$ cat src/rtl/decode_job_arbiter_pkg.sv
// Shared decoder-link constants and the byte-count formulas used by both this
// arbiter and the control node's output counter.
package decode_job_arbiter_pkg;

  localparam logic [7:0] START_DECODING_MSG      = 8'h01;
  localparam logic [7:0] MEASUREMENT_DATA_HEADER = 8'h02;

  localparam int CNT_W = 16;

  typedef enum logic [1:0] {
    ST_IDLE,
    ST_ARB,
    ST_FORWARD,
    ST_RETURN
  } arb_state_t;

  // Command job length in bytes, header included.
  function automatic int job_bytes(input int x, input int z, input int u);
    return 1 + ((x * z + 7) >>> 3) * u;
  endfunction

  // Decoder response length in bytes for one measurement job.
  function automatic int rsp_bytes(input int x, input int z, input int u);
    int corr;
    corr = (x - 1) * z + (x - 1) * z + 1 + x * z;
    return 3 + ((corr + 7) >>> 3) * u;
  endfunction

endpackage

$ cat src/rtl/decode_job_arbiter_rr.sv
// Combinational round-robin pick: first requester at or above ptr, wrapping.
module rr_arbiter #(
  parameter  int N     = 2,
  localparam int IDX_W = (N > 1) ? $clog2(N) : 1
) (
  input  logic [N-1:0]     req,
  input  logic [IDX_W-1:0] ptr,
  output logic [N-1:0]     grant_onehot,
  output logic [IDX_W-1:0] grant_idx
);

  logic [IDX_W:0]   sum;
  logic [IDX_W-1:0] idx;
  logic             found;

  always_comb begin
    grant_onehot = '0;
    grant_idx    = '0;
    found        = 1'b0;
    sum          = '0;
    idx          = '0;
    for (int i = 0; i < N; i++) begin
      sum = {1'b0, ptr} + (IDX_W + 1)'(i);
      if (sum >= (IDX_W + 1)'(N)) begin
        sum = sum - (IDX_W + 1)'(N);
      end
      idx = sum[IDX_W-1:0];
      if (!found && req[idx]) begin
        found             = 1'b1;
        grant_onehot[idx] = 1'b1;
        grant_idx         = idx;
      end
    end
  end

endmodule

$ cat src/rtl/decode_job_arbiter.sv
// Shares one decoder byte stream between several host links; a link owns the
// decoder for a whole job (command bytes out, response bytes back).
module decode_job_arbiter
  import decode_job_arbiter_pkg::*;
#(
  parameter  int NUM_REQUESTERS = 2,
  parameter  int GRID_WIDTH_X   = 4,
  parameter  int GRID_WIDTH_Z   = 1,
  parameter  int GRID_WIDTH_U   = 3,
  localparam int ID_W           = (NUM_REQUESTERS > 1) ? $clog2(NUM_REQUESTERS) : 1
) (
  input  logic                          clk,
  input  logic                          reset,
  input  logic [8*NUM_REQUESTERS-1:0]   req_data,
  input  logic [NUM_REQUESTERS-1:0]     req_valid,
  output logic [NUM_REQUESTERS-1:0]     req_ready,
  output logic [7:0]                    rsp_data,
  output logic [NUM_REQUESTERS-1:0]     rsp_valid,
  input  logic [NUM_REQUESTERS-1:0]     rsp_ready,
  output logic [7:0]                    dec_in_data,
  output logic                          dec_in_valid,
  input  logic                          dec_in_ready,
  input  logic [7:0]                    dec_out_data,
  input  logic                          dec_out_valid,
  output logic                          dec_out_ready,
  output logic [ID_W-1:0]               grant_id,
  output logic                          busy,
  output logic                          drop_pulse
);

  // Handshake rule on every port pair: a byte moves on a rising edge where
  // valid and ready are both high; a valid byte stays stable until it moves.

  localparam logic [CNT_W-1:0] JOB_LEN = CNT_W'(job_bytes(GRID_WIDTH_X, GRID_WIDTH_Z, GRID_WIDTH_U));
  localparam logic [CNT_W-1:0] RSP_LEN = CNT_W'(rsp_bytes(GRID_WIDTH_X, GRID_WIDTH_Z, GRID_WIDTH_U));

  arb_state_t        state, state_next;
  logic [ID_W-1:0]   rr_ptr, rr_ptr_next;
  logic [ID_W-1:0]   grant_id_next;
  logic [CNT_W-1:0]  byte_cnt, byte_cnt_next;
  logic              rsp_expect, rsp_expect_next;

  logic [7:0]                  lane_data [NUM_REQUESTERS];
  logic [NUM_REQUESTERS-1:0]   arb_onehot;
  logic [ID_W-1:0]             arb_idx;
  logic                        any_req;
  logic [ID_W-1:0]             ptr_after;
  logic [CNT_W-1:0]            job_len;
  logic [CNT_W-1:0]            cnt_inc;

  for (genvar gi = 0; gi < NUM_REQUESTERS; gi++) begin : g_lane
    assign lane_data[gi] = req_data[8*gi +: 8];
  end

  rr_arbiter #(
    .N (NUM_REQUESTERS)
  ) u_rr (
    .req          (req_valid),
    .ptr          (rr_ptr),
    .grant_onehot (arb_onehot),
    .grant_idx    (arb_idx)
  );

  assign any_req   = |arb_onehot;
  assign ptr_after = (grant_id == ID_W'(NUM_REQUESTERS - 1)) ? '0 : grant_id + 1'b1;
  assign job_len   = rsp_expect ? JOB_LEN : CNT_W'(1);
  assign cnt_inc   = byte_cnt + CNT_W'(1);
  assign busy      = (state != ST_IDLE);

  always_ff @(posedge clk or posedge reset) begin
    if (reset) begin
      state      <= ST_IDLE;
      rr_ptr     <= '0;
      grant_id   <= '0;
      byte_cnt   <= '0;
      rsp_expect <= 1'b0;
    end else begin
      state      <= state_next;
      rr_ptr     <= rr_ptr_next;
      grant_id   <= grant_id_next;
      byte_cnt   <= byte_cnt_next;
      rsp_expect <= rsp_expect_next;
    end
  end

  always_comb begin
    state_next      = state;
    rr_ptr_next     = rr_ptr;
    grant_id_next   = grant_id;
    byte_cnt_next   = byte_cnt;
    rsp_expect_next = rsp_expect;
    req_ready       = '0;
    rsp_valid       = '0;
    rsp_data        = '0;
    dec_in_data     = '0;
    dec_in_valid    = 1'b0;
    dec_out_ready   = 1'b0;
    drop_pulse      = 1'b0;

    case (state)
      ST_IDLE: begin
        if (any_req) begin
          grant_id_next = arb_idx;
          state_next    = ST_ARB;
        end
      end

      // The header is only peeked here; FORWARD sends it as the job's first byte.
      ST_ARB: begin
        if (req_valid[grant_id]) begin
          if (lane_data[grant_id] == START_DECODING_MSG) begin
            rsp_expect_next = 1'b0;
            state_next      = ST_FORWARD;
          end else if (lane_data[grant_id] == MEASUREMENT_DATA_HEADER) begin
            rsp_expect_next = 1'b1;
            state_next      = ST_FORWARD;
          end else begin
            req_ready[grant_id] = 1'b1;
            drop_pulse          = 1'b1;
            rr_ptr_next         = ptr_after;
            state_next          = ST_IDLE;
          end
        end
      end

      ST_FORWARD: begin
        dec_in_data         = lane_data[grant_id];
        dec_in_valid        = req_valid[grant_id];
        req_ready[grant_id] = dec_in_ready;
        if (req_valid[grant_id] && dec_in_ready) begin
          byte_cnt_next = cnt_inc;
          if (cnt_inc == job_len) begin
            if (rsp_expect) begin
              state_next = ST_RETURN;
            end else begin
              rr_ptr_next = ptr_after;
              state_next  = ST_IDLE;
            end
          end
        end
      end

      ST_RETURN: begin
        rsp_data            = dec_out_data;
        rsp_valid[grant_id] = dec_out_valid;
        dec_out_ready       = rsp_ready[grant_id];
        if (dec_out_valid && rsp_ready[grant_id]) begin
          byte_cnt_next = cnt_inc;
          if (cnt_inc == RSP_LEN) begin
            rr_ptr_next = ptr_after;
            state_next  = ST_IDLE;
          end
        end
      end

      default: begin
        state_next = ST_IDLE;
      end
    endcase

    if (state_next != state) begin
      byte_cnt_next = '0;
    end
  end

endmodule

$ cat config.mk
export PLATFORM = sky130hd
export DESIGN_NAME = decode_job_arbiter
export DESIGN_NICKNAME = d
export VERILOG_FILES = /design/src/rtl/decode_job_arbiter_pkg.sv /design/src/rtl/decode_job_arbiter_rr.sv /design/src/rtl/decode_job_arbiter.sv
export SDC_FILE = /design/constraint.sdc
export NUM_CORES = 1
export LEC_CHECK = 0
export ABC_CLOCK_PERIOD_IN_PS = 3500
export CELL_PAD_IN_SITES_DETAIL_PLACEMENT = 0
export CELL_PAD_IN_SITES_GLOBAL_PLACEMENT = 1
export CORE_MARGIN = 1.5
export CORE_UTILIZATION = 35
export DETAILED_ROUTE_END_ITERATION = 8
export PLACE_DENSITY = 0.93
export RECOVER_POWER = 50
export SYNTH_ARGS = -nofsm -noshare
export SYNTH_HDL_FRONTEND = slang
export SYNTH_SLANG_ARGS = --single-unit
export TNS_END_PERCENT = 10
$ cat constraint.sdc
create_clock -name clk -period 3.5 [get_ports clk]
set_input_delay 0.7 -clock clk [delete_from_list [all_inputs] [get_ports clk]]
set_output_delay 0.7 -clock clk [all_outputs]
set_load 0.02 [all_outputs]
==> results.md, run 1 <==
* Effective utilization at floorplan at a little under two fifths
* Main synth FF type: sky130_fd_sc_hd__dfrtp_1
* Most common library cell in the layout ignoring fill and taps: sky130_fd_sc_hd__clkdlybuf4s50_1
* Share of layout cells above drive strength 1 at around 8.6%
* RSZ-0062 raised after global routing: true
* Count of clock tree sinks at 21
* Placed cell areas at around 2600 um^2
* Detail-routed net length per standard cell at between 10 and 15 um
* Critical path peak fanout at 3
* Initial antenna violation count at 0
* Clock Pin Slew Worst Setup and Hold Paths at approximately 80 ps
* Number of enable flip-flop cells after synthesis at 0
* Clock root buffer: sky130_fd_sc_hd__clkbuf_8
* Final Cycle Share at 98.2%
* Later-pin clock latency in the skew report at 260 ps
* Maximum number of pins on one net before global-route repair at 22
* Slew at the pin closest to its max-slew limit at between 800 and 900 ps
* Peak ir drop on the vdd network at approximately 0.20 mV
* Hold-fix buffer count after cts at 0
* Result of the run: completed
* Level count of the clock H-tree at 1
* Via count at 1,848
* HPWL Detailed at 3840 um
* Sort of element at the start of the critical path: primary input
* Row cnt at 26
* Die area at 5970 um^2
* YS warnings at 0
* Total Nets Final at 331
* Leftover overflow at the end of global routing at 0
* Leakage power summed over all cells at 1.05 nW
* Remaining antenna violation count after routing at 0
* Min Hold Slack at 504 ps
* Vias in the first global route at about 1,700
* Remaining max-slew budget at the tightest pin at between 40% and 50%
* Buffer depth of the longest clock path at 2
* Async S/R FF share, synth at 100%
* Mean number of vias per cell at 5.12
* Placer congestion estimate at approximately 0.8
* Endpoint required time on the critical path at ~2800 ps
* Mapped Avg Cell Area at between 8 and 9 um^2
* I/O pin count at 57
* Core Footprint at between 5000 and 6000 um^2
* 1st-iter DRT viols at between 70 and 80
* # diodes at 0
* Netlist area before placement at slightly below 2000 um^2
* Number of failing hold endpoints at the final stage at 0
* Number of remaining DRC errors at 0
* Netlist cell types at 47
* Pins over their slew limit at 0
* Total clock buffers created by CTS at 3
* Setup Crit Path Kind: primary input to output pin
* Critical path arrival at about 2700 ps
* Peak Freq at around 290 MHz
* Final min period at approximately 3400 ps
* Port Buffer Count at between 50 and 60
* Worst clock skew at 2.65 ps
* Max Cap Violations at 0
* Top library cells by usage in the layout, fill and taps aside: 44 x sky130_fd_sc_hd__clkdlybuf4s50_1, 29 x sky130_fd_sc_hd__nor2_1, 21 x sky130_fd_sc_hd__nand2_1, 21 x sky130_fd_sc_hd__dfrtp_1
* Design Area, Final at ~2600 um^2
* Hold/Removal Path Class: register to register
* Critical Path Sink Type: output pin
* Routed wire length at about 4900 um
* P per Cell Area at roughly 520 nW/um^2
* Vertical extent of the die at 77.3 um
* Global-route wire length before repair at between 8000 and 9000 um
* Synth Net Count at approximately 280
* Register bit count reported by yosys at 21
* Number of filler instances in the final layout at around 520
* CTS tree: done
* Setup TNS after final layout at 0 ps
* Synthesis-to-finish area growth at 34.8%
* Number of iterations in the first detailed-routing pass at 4
* Die span in x at between 70 and 80 um
* Sequential share of the synthesized area at a little over a quarter
* Cell count after synthesis at 236
* Gr usage total at around 17%
* Number of failing setup endpoints in the final timing report at 0
[cell families (layout without fill, tap and decap cells)]
family,Yosys count,in the layout,synth area share [%]
AO/OA/AOI/OAI,34,34,14.6
XOR/XNOR,21,21,9.53
adder cells (fa/ha/maj),7,7,4.54
buffers and inverters,21,76,5.18
flip-flops,21,21,27.2
multiplexers,15,15,7.97
AND/OR/NAND/NOR,117,117,31.0
[stage by stage]
step	power (mW)	utilization [%]	worst slack, ps	cells
after global placement	1.19	49.3	-188	357
after detailed placement	1.21	49.3	-217	357
after floorplan	0.919	-	678	236
after global routing	1.45	50.0	-16.2	361
final	1.34	50.0	62.9	361
after CTS	1.37	50.1	23.6	361
[final timing paths]
check	start	end	slack, ps	depth (start not counted)
setup / recovery	req_data[2]	drop_pulse	60	7
hold / removal	rr_ptr$_DFFE_PP0P_	rr_ptr$_DFFE_PP0P_	500	2
setup reg to reg	byte_cnt[0]$_DFFE_PP0P_	byte_cnt[5]$_DFFE_PP0P_	320	10
hold reg to reg	rr_ptr$_DFFE_PP0P_	rr_ptr$_DFFE_PP0P_	500	2
max in group asynchronous	reset	byte_cnt[9]$_DFFE_PP0P_	1940	2
min in group asynchronous	reset	byte_cnt[14]$_DFFE_PP0P_	1040	2
[final cells by class]
type                            instances  area (um^2)  area share [%]
Sequential cell                        21          526            20.2
Tap cell                               70         87.6            3.37
Inverter                                9         33.8            1.30
Timing Repair Buffer                   63          603            23.2
Clock buffer                            4         45.0            1.73
Multi-Input combinational cell        194         1310            50.2
[metal layers]
metal	part of all wire [%]	up-vias	wire [um]	global-route usage [%]
li1	-	936	-	-
met1	47	873	2280	21.5
met2	49	33	2410	29.2
met3	3.3	6	162	3.10
met4	0.76	0	37	3.64
met5	0	-	0	0
[critical path: stages]
cell and delay, ps:
sky130_fd_sc_hd__clkdlybuf4s50_1 410, sky130_fd_sc_hd__or4_1 530, sky130_fd_sc_hd__or4_4 440, sky130_fd_sc_hd__a21oi_2 180
sky130_fd_sc_hd__buf_4 140, sky130_fd_sc_hd__nor3_1 40, sky130_fd_sc_hd__clkdlybuf4s15_1 290
[Yosys cell counts, types with 8 or more instances]
master	count	area, um^2
sky130_fd_sc_hd__xor2_1	10	87.6
sky130_fd_sc_hd__nand2_1	21	78.8
sky130_fd_sc_hd__nand3_1	12	60.1
sky130_fd_sc_hd__inv_1	9	33.8
sky130_fd_sc_hd__a21oi_1	8	40.0
sky130_fd_sc_hd__mux2i_1	12	120
sky130_fd_sc_hd__dfrtp_1	21	526
sky130_fd_sc_hd__and2_1	12	75.1
sky130_fd_sc_hd__nor2b_1	8	50.1
sky130_fd_sc_hd__nor2_1	29	109
sky130_fd_sc_hd__nor3_1	9	45.0
sky130_fd_sc_hd__xnor2_1	11	96.3
[report_power, final]
part / internal [mW] / switching (mW)
Sequential: 0.270 / 0.0481
Combinational: 0.368 / 0.494
Clock: 0.0812 / 0.0800
Total: 0.720 / 0.622
[registers in the layout, summed over array words and instances, names as in the netlist]
| register | cells |
|---|---|
| byte_cnt | 16 |
| grant_id | 1 |
| rr_ptr | 1 |
| rsp_expect | 1 |
| state | 2 |
[repair_timing]
item	4_1_cts	5_1_grt
resized for setup	4	6
buffers inserted	0	0
pin swaps	0	1
setup endpoints to repair	3	3
hold endpoints to repair	0	0
Power figures use the tool's default switching activity.
==> run 2, diff against run 1 <==
--- a/config.mk
+++ b/config.mk
@@ -9,11 +9,14 @@
 export CELL_PAD_IN_SITES_DETAIL_PLACEMENT = 0
 export CELL_PAD_IN_SITES_GLOBAL_PLACEMENT = 1
 export CORE_MARGIN = 1.5
-export CORE_UTILIZATION = 35
+export CORE_UTILIZATION = 36
+export CTS_CLUSTER_DIAMETER = 30
 export DETAILED_ROUTE_END_ITERATION = 8
+export GPL_TIMING_DRIVEN = 0
 export PLACE_DENSITY = 0.93
 export RECOVER_POWER = 50
 export SYNTH_ARGS = -nofsm -noshare
 export SYNTH_HDL_FRONTEND = slang
+export SYNTH_HIERARCHICAL = 1
 export SYNTH_SLANG_ARGS = --single-unit
 export TNS_END_PERCENT = 10
==> run 2 against run 1 <==
  * Clock skew fell by 0.99 ps
  * Wire length rose by 11%
  * Clock-buffer cell count fell by 1
  * Global-route usage rose by 0.50 points
  * Setup slack improved by 66 ps
  * Non-clock buffer count rose by 5
  * Synthesized area rose by 10%
==> results.md, run 2 <==
* Async S/R FF share, synth at between 90% and 100%
* Die area at approximately 6400 um^2
* Final min period at ~3400 ps
* Endpoint required time on the critical path at ~2800 ps
* Sort of element at the start of the critical path: primary input
* Total Nets Final at 357
* Vias in the first global route at ~1,900
* Most flop-heavy register: byte_cnt
* YS warnings at 6
* Number of failing hold endpoints at the final stage at 0
* Terminating pin of the worst hold path: rr_ptr$_DFFE_PP0P_
* Critical path's slowest cell: sky130_fd_sc_hd__clkdlybuf4s50_1
* Most common library cell in the layout ignoring fill and taps: sky130_fd_sc_hd__clkdlybuf4s50_1
* Total clock buffers created by CTS at 3
* Routed wire length at 5420 um
* Biggest registers after layout: byte_cnt: 16 flops, state: 2 flops
* RSZ-0062 raised after global routing: false
* Placer congestion estimate at roughly 0.79
* Synthesis-to-finish area growth at 32.6%
* Mean number of vias per cell at 5.24
* Netlist area before placement at about 2100 um^2
* Remaining antenna violation count after routing at 0
* Port Buffer Count at between 50 and 60
* Cells on Worst Hold Path at 2
* Cell count after synthesis at about 260
* Share of Yosys cell area claimed by the top area cell type at about a quarter
* Power, Total at 1.54 mW
* Gr usage total at between 15 and 20%
* Buffer depth of the longest clock path at 2
* Share of layout cells above drive strength 1 at between 10% and 20%
* Max Cap Violations at 0
* Bufs and invs on worst path at 2
* Number of iterations in the first detailed-routing pass at 4
* Core Footprint at 5610 um^2
* Effective utilization at floorplan at about two fifths
* Worst r2r src: state[1]$_DFF_PP0_
* Flip-flop count of the largest register after layout at 16
* Netlist cell types at 50
* Setup Crit Path Kind: primary input to output pin
* Later-pin clock latency in the skew report at between 200 and 300 ps
* Worst reg-to-reg setup slack at 690 ps
* Mapped Avg Cell Area at 8.30 um^2
* Number of remaining DRC errors at 0
* Synth Net Count at a little under 300
* Count of clock tree sinks at 21
* 1st-iter DRT viols at 53
* Global-route wire length before repair at 8890 um
* Most common cell in the netlist: sky130_fd_sc_hd__dfrtp_1
* Crit-path most repeated cell: sky130_fd_sc_hd__clkdlybuf4s50_1
* Critical path peak fanout at 6
* Reg-to-Reg End: byte_cnt[14]$_DFFE_PP0P_
* Biggest area consumer among synthesized cells: sky130_fd_sc_hd__dfrtp_1
* Hold/Removal Path Class: register to register
* HPWL Detailed at ~4300 um
* Result of the run: completed
* Clock Pin Slew Worst Setup and Hold Paths at about 80 ps
* Worst clock skew at about 1.7 ps
* Commonest cells post-synth: 21 x sky130_fd_sc_hd__dfrtp_1, 18 x sky130_fd_sc_hd__nor2_1, 17 x sky130_fd_sc_hd__nor3_1
* Number of enable flip-flop cells after synthesis at 0
* Pins over their slew limit at 0
* Maximum single-stage delay on the critical path at roughly 540 ps
* Top library cells by usage in the layout, fill and taps aside: 47 x sky130_fd_sc_hd__clkdlybuf4s50_1, 21 x sky130_fd_sc_hd__dfrtp_1, 18 x sky130_fd_sc_hd__nor2_1
* Finished Core Util at between 50% and 60%
* Via count at just over 2,000
* Critical path arrival at ~2700 ps
* Setup TNS after final layout at 0 ps
* Peak Freq at 297 MHz
* Final Cycle Share at a little over nine tenths
* Length in cells of the worst reg-to-reg path at 11
* Min Hold Slack at approximately 570 ps
* Cells taking the most area after synthesis: sky130_fd_sc_hd__dfrtp_1 25%, sky130_fd_sc_hd__xnor2_1 6.6%, sky130_fd_sc_hd__mux2i_1 5.2%
* Remaining max-slew budget at the tightest pin at between 40% and 50%
* Main synth FF type: sky130_fd_sc_hd__dfrtp_1
* Cells along the critical path: clkdlybuf4s50_1 > nor4_1 > nand4b_1 > and2_1 > nand3_1 > a21oi_1 > clkdlybuf4s50_1
* Row cnt at 27
* Worst setup path start: req_data[4]
* Kind of cell with the highest combined delay on the critical path: buffers and inverters
* Slew at the pin closest to its max-slew limit at roughly 780 ps
* Detail-routed net length per standard cell at between 10 and 15 um
* Maximum number of pins on one net before global-route repair at 22
* Level count of the clock H-tree at 1
* Die span in x at between 70 and 80 um
* Sequential share of the synthesized area at about a quarter
* Startpoint of the most critical hold path: rr_ptr$_DFFE_PP0P_
* PnR worst setup slack at around 130 ps
* Critical Path Sink Type: output pin
* I/O pin count at 57
* Vertical extent of the die at around 80 um
* P per Cell Area at between 500 and 600 nW/um^2
* Peak ir drop on the vdd network at roughly 0.37 mV
* Leftover overflow at the end of global routing at 0
* Post-CTS setup buffers at 0
* # diodes at 0
* Number of failing setup endpoints in the final timing report at 0
* CTS tree: done
* Clock root buffer: sky130_fd_sc_hd__clkbuf_8
* Initial antenna violation count at 0
* Post-Place Setup Slack at -141 ps
* Register bit count reported by yosys at 21
* Leakage power summed over all cells at about 1.1 nW
run 2: how the worst max path moves through the flow:
stage | to | slack (ps) | cells after the start
after CTS | dec_in_data[4] | 130 | 5
after global routing | req_ready[1] | 30 | 7
after floorplan | req_ready[0] | 1010 | 6
after global placement | req_ready[0] | -130 | 8
after detailed placement | req_ready[0] | -140 | 8
final | req_ready[1] | 130 | 7
run 2: worst min-delay path, stage by stage, from the launching register on:
cell and delay (ps):
sky130_fd_sc_hd__dfrtp_1 410, sky130_fd_sc_hd__inv_1 60, sky130_fd_sc_hd__mux2i_1 50
run 2: cell type report:
cell class              instances  area (um^2)
plain buffers                  12         58.8
clock buffers                   3         41.3
clock inverters                 1         5.00
fillers                       563         2780
inverters                      15         56.3
multi-input cells             209         1490
flip-flops and latches         21          526
well taps                      72         90.1
repair buffers                 56          559
run 2: kinds of logic (layout without fill, tap and decap cells):
group                    count (synthesis)  in the layout  share of synthesized area, %
adder cells (fa/ha/maj)                  7              7                          4.11
AND/OR/NAND/NOR                        122            122                          35.4
buffers and inverters                   27             87                          5.40
multiplexers                            14             14                          6.75
flip-flops                              21             21                          24.6
AO/OA/AOI/OAI                           42             42                          13.8
XOR/XNOR                                24             24                          9.86
run 2: layer usage:
layer	up-vias	wire, um	GRT usage [%]
met5	-	0	0
met4	0	36	3.79
met3	4	241	2.86
met2	47	2680	31.4
met1	947	2460	21.1
li1	1039	-	-
run 2: report_power, final:
group	switching [mW]	internal, mW	total [mW]
logic	0.617	0.435	1.05
clock network	0.0793	0.0793	0.159
registers	0.0553	0.275	0.330
total	0.752	0.789	1.54
run 2: stage by stage:
step	instance area, um^2	cells
final	2830	389
after global routing	2830	389
after CTS	2830	389
after detailed placement	2780	385
after global placement	2780	385
after floorplan	2130	257
run 2: repair_timing:
| action | 4_1_cts | 5_1_grt |
|---|---|---|
| endpoints found under the hold margin | 0 | 0 |
| setup endpoints to repair | 1 | 0 |
| hold buffers | 0 | 0 |
| gates resized for setup | 3 | 0 |
==> run 3, diff against run 2 <==
--- a/config.mk
+++ b/config.mk
@@ -9,7 +9,7 @@
 export CELL_PAD_IN_SITES_DETAIL_PLACEMENT = 0
 export CELL_PAD_IN_SITES_GLOBAL_PLACEMENT = 1
 export CORE_MARGIN = 1.5
-export CORE_UTILIZATION = 36
+export CORE_UTILIZATION = 35
 export CTS_CLUSTER_DIAMETER = 30
 export DETAILED_ROUTE_END_ITERATION = 8
 export GPL_TIMING_DRIVEN = 0
@@ -17,6 +17,5 @@
 export RECOVER_POWER = 50
 export SYNTH_ARGS = -nofsm -noshare
 export SYNTH_HDL_FRONTEND = slang
-export SYNTH_HIERARCHICAL = 1
 export SYNTH_SLANG_ARGS = --single-unit
 export TNS_END_PERCENT = 10
==> run 3 against run 2 <==
  * Clock power rose by 6%
  * Flip-flop and latch count stayed put
  * Non-clock buffer count unchanged
  * Sequential power is 8.8% lower
  * Clock skew up 12 ps
  * Critical path type unchanged
  * Highest routed layer unchanged
==> results.md, run 3 (same netlist as run 1, synthesis figures left out) <==
* Result of the run: completed
* Peak Freq at between 200 and 300 MHz
* Number of filler instances in the final layout at around 490
* Hold/Removal Path Class: register to register
* Worst reg-to-reg setup slack at roughly 420 ps
* Terminating pin of the worst hold path: rr_ptr$_DFFE_PP0P_
* Peak ir drop on the vdd network at between 0.2 and 0.25 mV
* Pins over their slew limit at 0
* Proportion of power drawn by flip-flops and latches at roughly 22%
* Initial antenna violation count at 0
* Leakage power summed over all cells at 1.06 nW
* Core Footprint at about 5200 um^2
* Top Metal Used: met4
* CTS tree: done
* Reg-to-Reg End: byte_cnt[15]$_DFFE_PP0P_
* Amount of wire on met2 after detailed routing at about 2300 um
* Leftover overflow at the end of global routing at 0
* Routed wire length at ~4900 um
* Port Buffer Count at 56
* Critical Path Sink Type: output pin
* Post-Place Setup Slack at -385 ps
* Met3 Wirelength at about 200 um
* Share of layout cells above drive strength 1 at between 9 and 10%
* Setup TNS after final layout at 0 ps
* Remaining antenna violation count after routing at 0
* Net Sw Frac at a little under half
* Worst r2r src: byte_cnt[0]$_DFFE_PP0P_
* Vertical extent of the die at approximately 77 um
* Combinational cell fraction of total power at 65.8%
* RSZ-0062 raised after global routing: true
* Maximum number of pins on one net before global-route repair at 22
* Via count at between 1,500 and 2,000
* Global-route wire length before repair at 8350 um
* Count of clock tree sinks at 21
* # diodes at 0
* Remaining max-slew budget at the tightest pin at roughly 43%
* Synthesis-to-finish area growth at 36.2%
* Total clock buffers created by CTS at 3
* Critical path arrival at ~2800 ps
* 1st-iter DRT viols at 93
* Final Cycle Share at 99.3%
* Later-pin clock latency in the skew report at around 270 ps
* Number of failing setup endpoints in the final timing report at 0
* Placed cell areas at between 2000 and 3000 um^2
* Clk network pwr share at 12.2%
* Effective utilization at floorplan at between 30% and 40%
* P per Cell Area at approximately 520 nW/um^2
* Endpoint required time on the critical path at roughly 2800 ps
* Startpoint of the most critical hold path: rr_ptr$_DFFE_PP0P_
* Number of iterations in the first detailed-routing pass at 4
* I/O pin count at 57
* Cells on Worst Hold Path at 2
* Buffer depth of the longest clock path at 2
* Number of remaining DRC errors at 0
* Max Cap Violations at 0
* Detail-routed net length per standard cell at between 10 and 15 um
* Biggest registers after layout: byte_cnt: 16 flops, state: 2 flops
* Worst clock skew at roughly 14 ps
* Slew at the pin closest to its max-slew limit at ~860 ps
* Die span in x at slightly below 80 um
* Flip-flop count of the largest register after layout at 16
* M1 WL at 2300 um
* Final min period at 3470 ps
* Clock root buffer: sky130_fd_sc_hd__clkbuf_8
* Most common library cell in the layout ignoring fill and taps: sky130_fd_sc_hd__clkdlybuf4s50_1
* Top library cells by usage in the layout, fill and taps aside: 44 x sky130_fd_sc_hd__clkdlybuf4s50_1, 29 x sky130_fd_sc_hd__nor2_1, 21 x sky130_fd_sc_hd__nand2_1, 21 x sky130_fd_sc_hd__dfrtp_1
* Setup Crit Path Kind: primary input to output pin
* Placer congestion estimate at around 0.79
* Length in cells of the worst reg-to-reg path at 11
* Sort of element at the start of the critical path: primary input
* PnR worst setup slack at roughly 26 ps
* Gr usage total at 17.0%
* Most flop-heavy register: byte_cnt
* Cell internal pwr at around 0.73 mW
* Row cnt at 26
* Clock Pin Slew Worst Setup and Hold Paths at 90 ps
* Power, Total at roughly 1.4 mW
* Total Nets Final at 336
* Vias in the first global route at between 1,500 and 2,000
* Mean number of vias per cell at about 5.1
* Die area at roughly 6000 um^2
* Number of failing hold endpoints at the final stage at 0
* Level count of the clock H-tree at 1
* Design Area, Final at 2630 um^2
* Min Hold Slack at between 400 and 500 ps
* Critical path peak fanout at 4
* HPWL Detailed at slightly below 4000 um
* Switching power at roughly 0.64 mW
-- run 3: cell types whose count changed in the layout (fill, tap and decap cells not counted), sizes merged, moves of 3 or more --
cell	change
nor3	-19
nor2	+12
nand2	+8
o21ai	-8
nor4	-7
inv	-6
xnor2	-5
nand3	+4
a22oi	-3
clkdlybuf4s50	-3
o31a	-3
-- run 3: what timing repair did --
item	4_1_cts	5_1_grt
resized for setup	8	2
setup endpoints to repair	3	2
pin swaps	0	0
hold buffers	0	0
setup buffers	0	0
endpoints found under the hold margin	0	0
-- run 3: per-stage QoR --
stage,util [%],std cells
3_3_place_gp,49.5,362
6_report,50.5,366
5_1_grt,50.5,366
2_1_floorplan,-,236
4_1_cts,50.7,366
3_5_place_dp,49.5,362
-- run 3: worst max-delay path by stage --
stage | startpoint | to | cells after the start
floorplan | req_data[2] | req_ready[0] | 6
global placement | req_data[2] | req_ready[1] | 8
detailed placement | req_data[2] | req_ready[1] | 8
CTS | req_data[2] | req_ready[1] | 8
global route | req_data[2] | req_ready[0] | 8
finish | req_data[2] | req_ready[0] | 8
-- run 3: per-layer routing --
layer	GRT usage, %	vias to the layer above
li1	-	948
met1	23.5	867
met2	28.2	45
met3	2.74	2
met4	2.73	0
met5	0	-
-- run 3: layout make-up --
class,count,area [um^2],share of cell area (%)
clock buffer,3,41.3,1.57
tap,70,87.6,3.33
clock inverter,1,5.00,0.190
multi-input combinational,194,1310,50.0
sequential,21,526,20.0
buffer,12,66.3,2.52
timing repair buffer,56,556,21.1
inverter,9,33.8,1.29
-- run 3: critical path: stages --
cell	delay [ps]
sky130_fd_sc_hd__clkdlybuf4s50_1	410
sky130_fd_sc_hd__or4_1	550
sky130_fd_sc_hd__or4_4	460
sky130_fd_sc_hd__a21oi_4	170
sky130_fd_sc_hd__nor2_1	90
sky130_fd_sc_hd__nand2_1	70
sky130_fd_sc_hd__a21oi_1	60
sky130_fd_sc_hd__clkdlybuf4s15_2	260
-- run 3: power by group through the flow --
stage               registers, mW  logic (mW)  clock network (mW)
finish                      0.301       0.903               0.168
global route                0.305       0.987               0.187
CTS                         0.301       0.922               0.172
detailed placement          0.306       0.921                   0
global placement            0.305       0.912                   0
floorplan                   0.307       0.612                   0
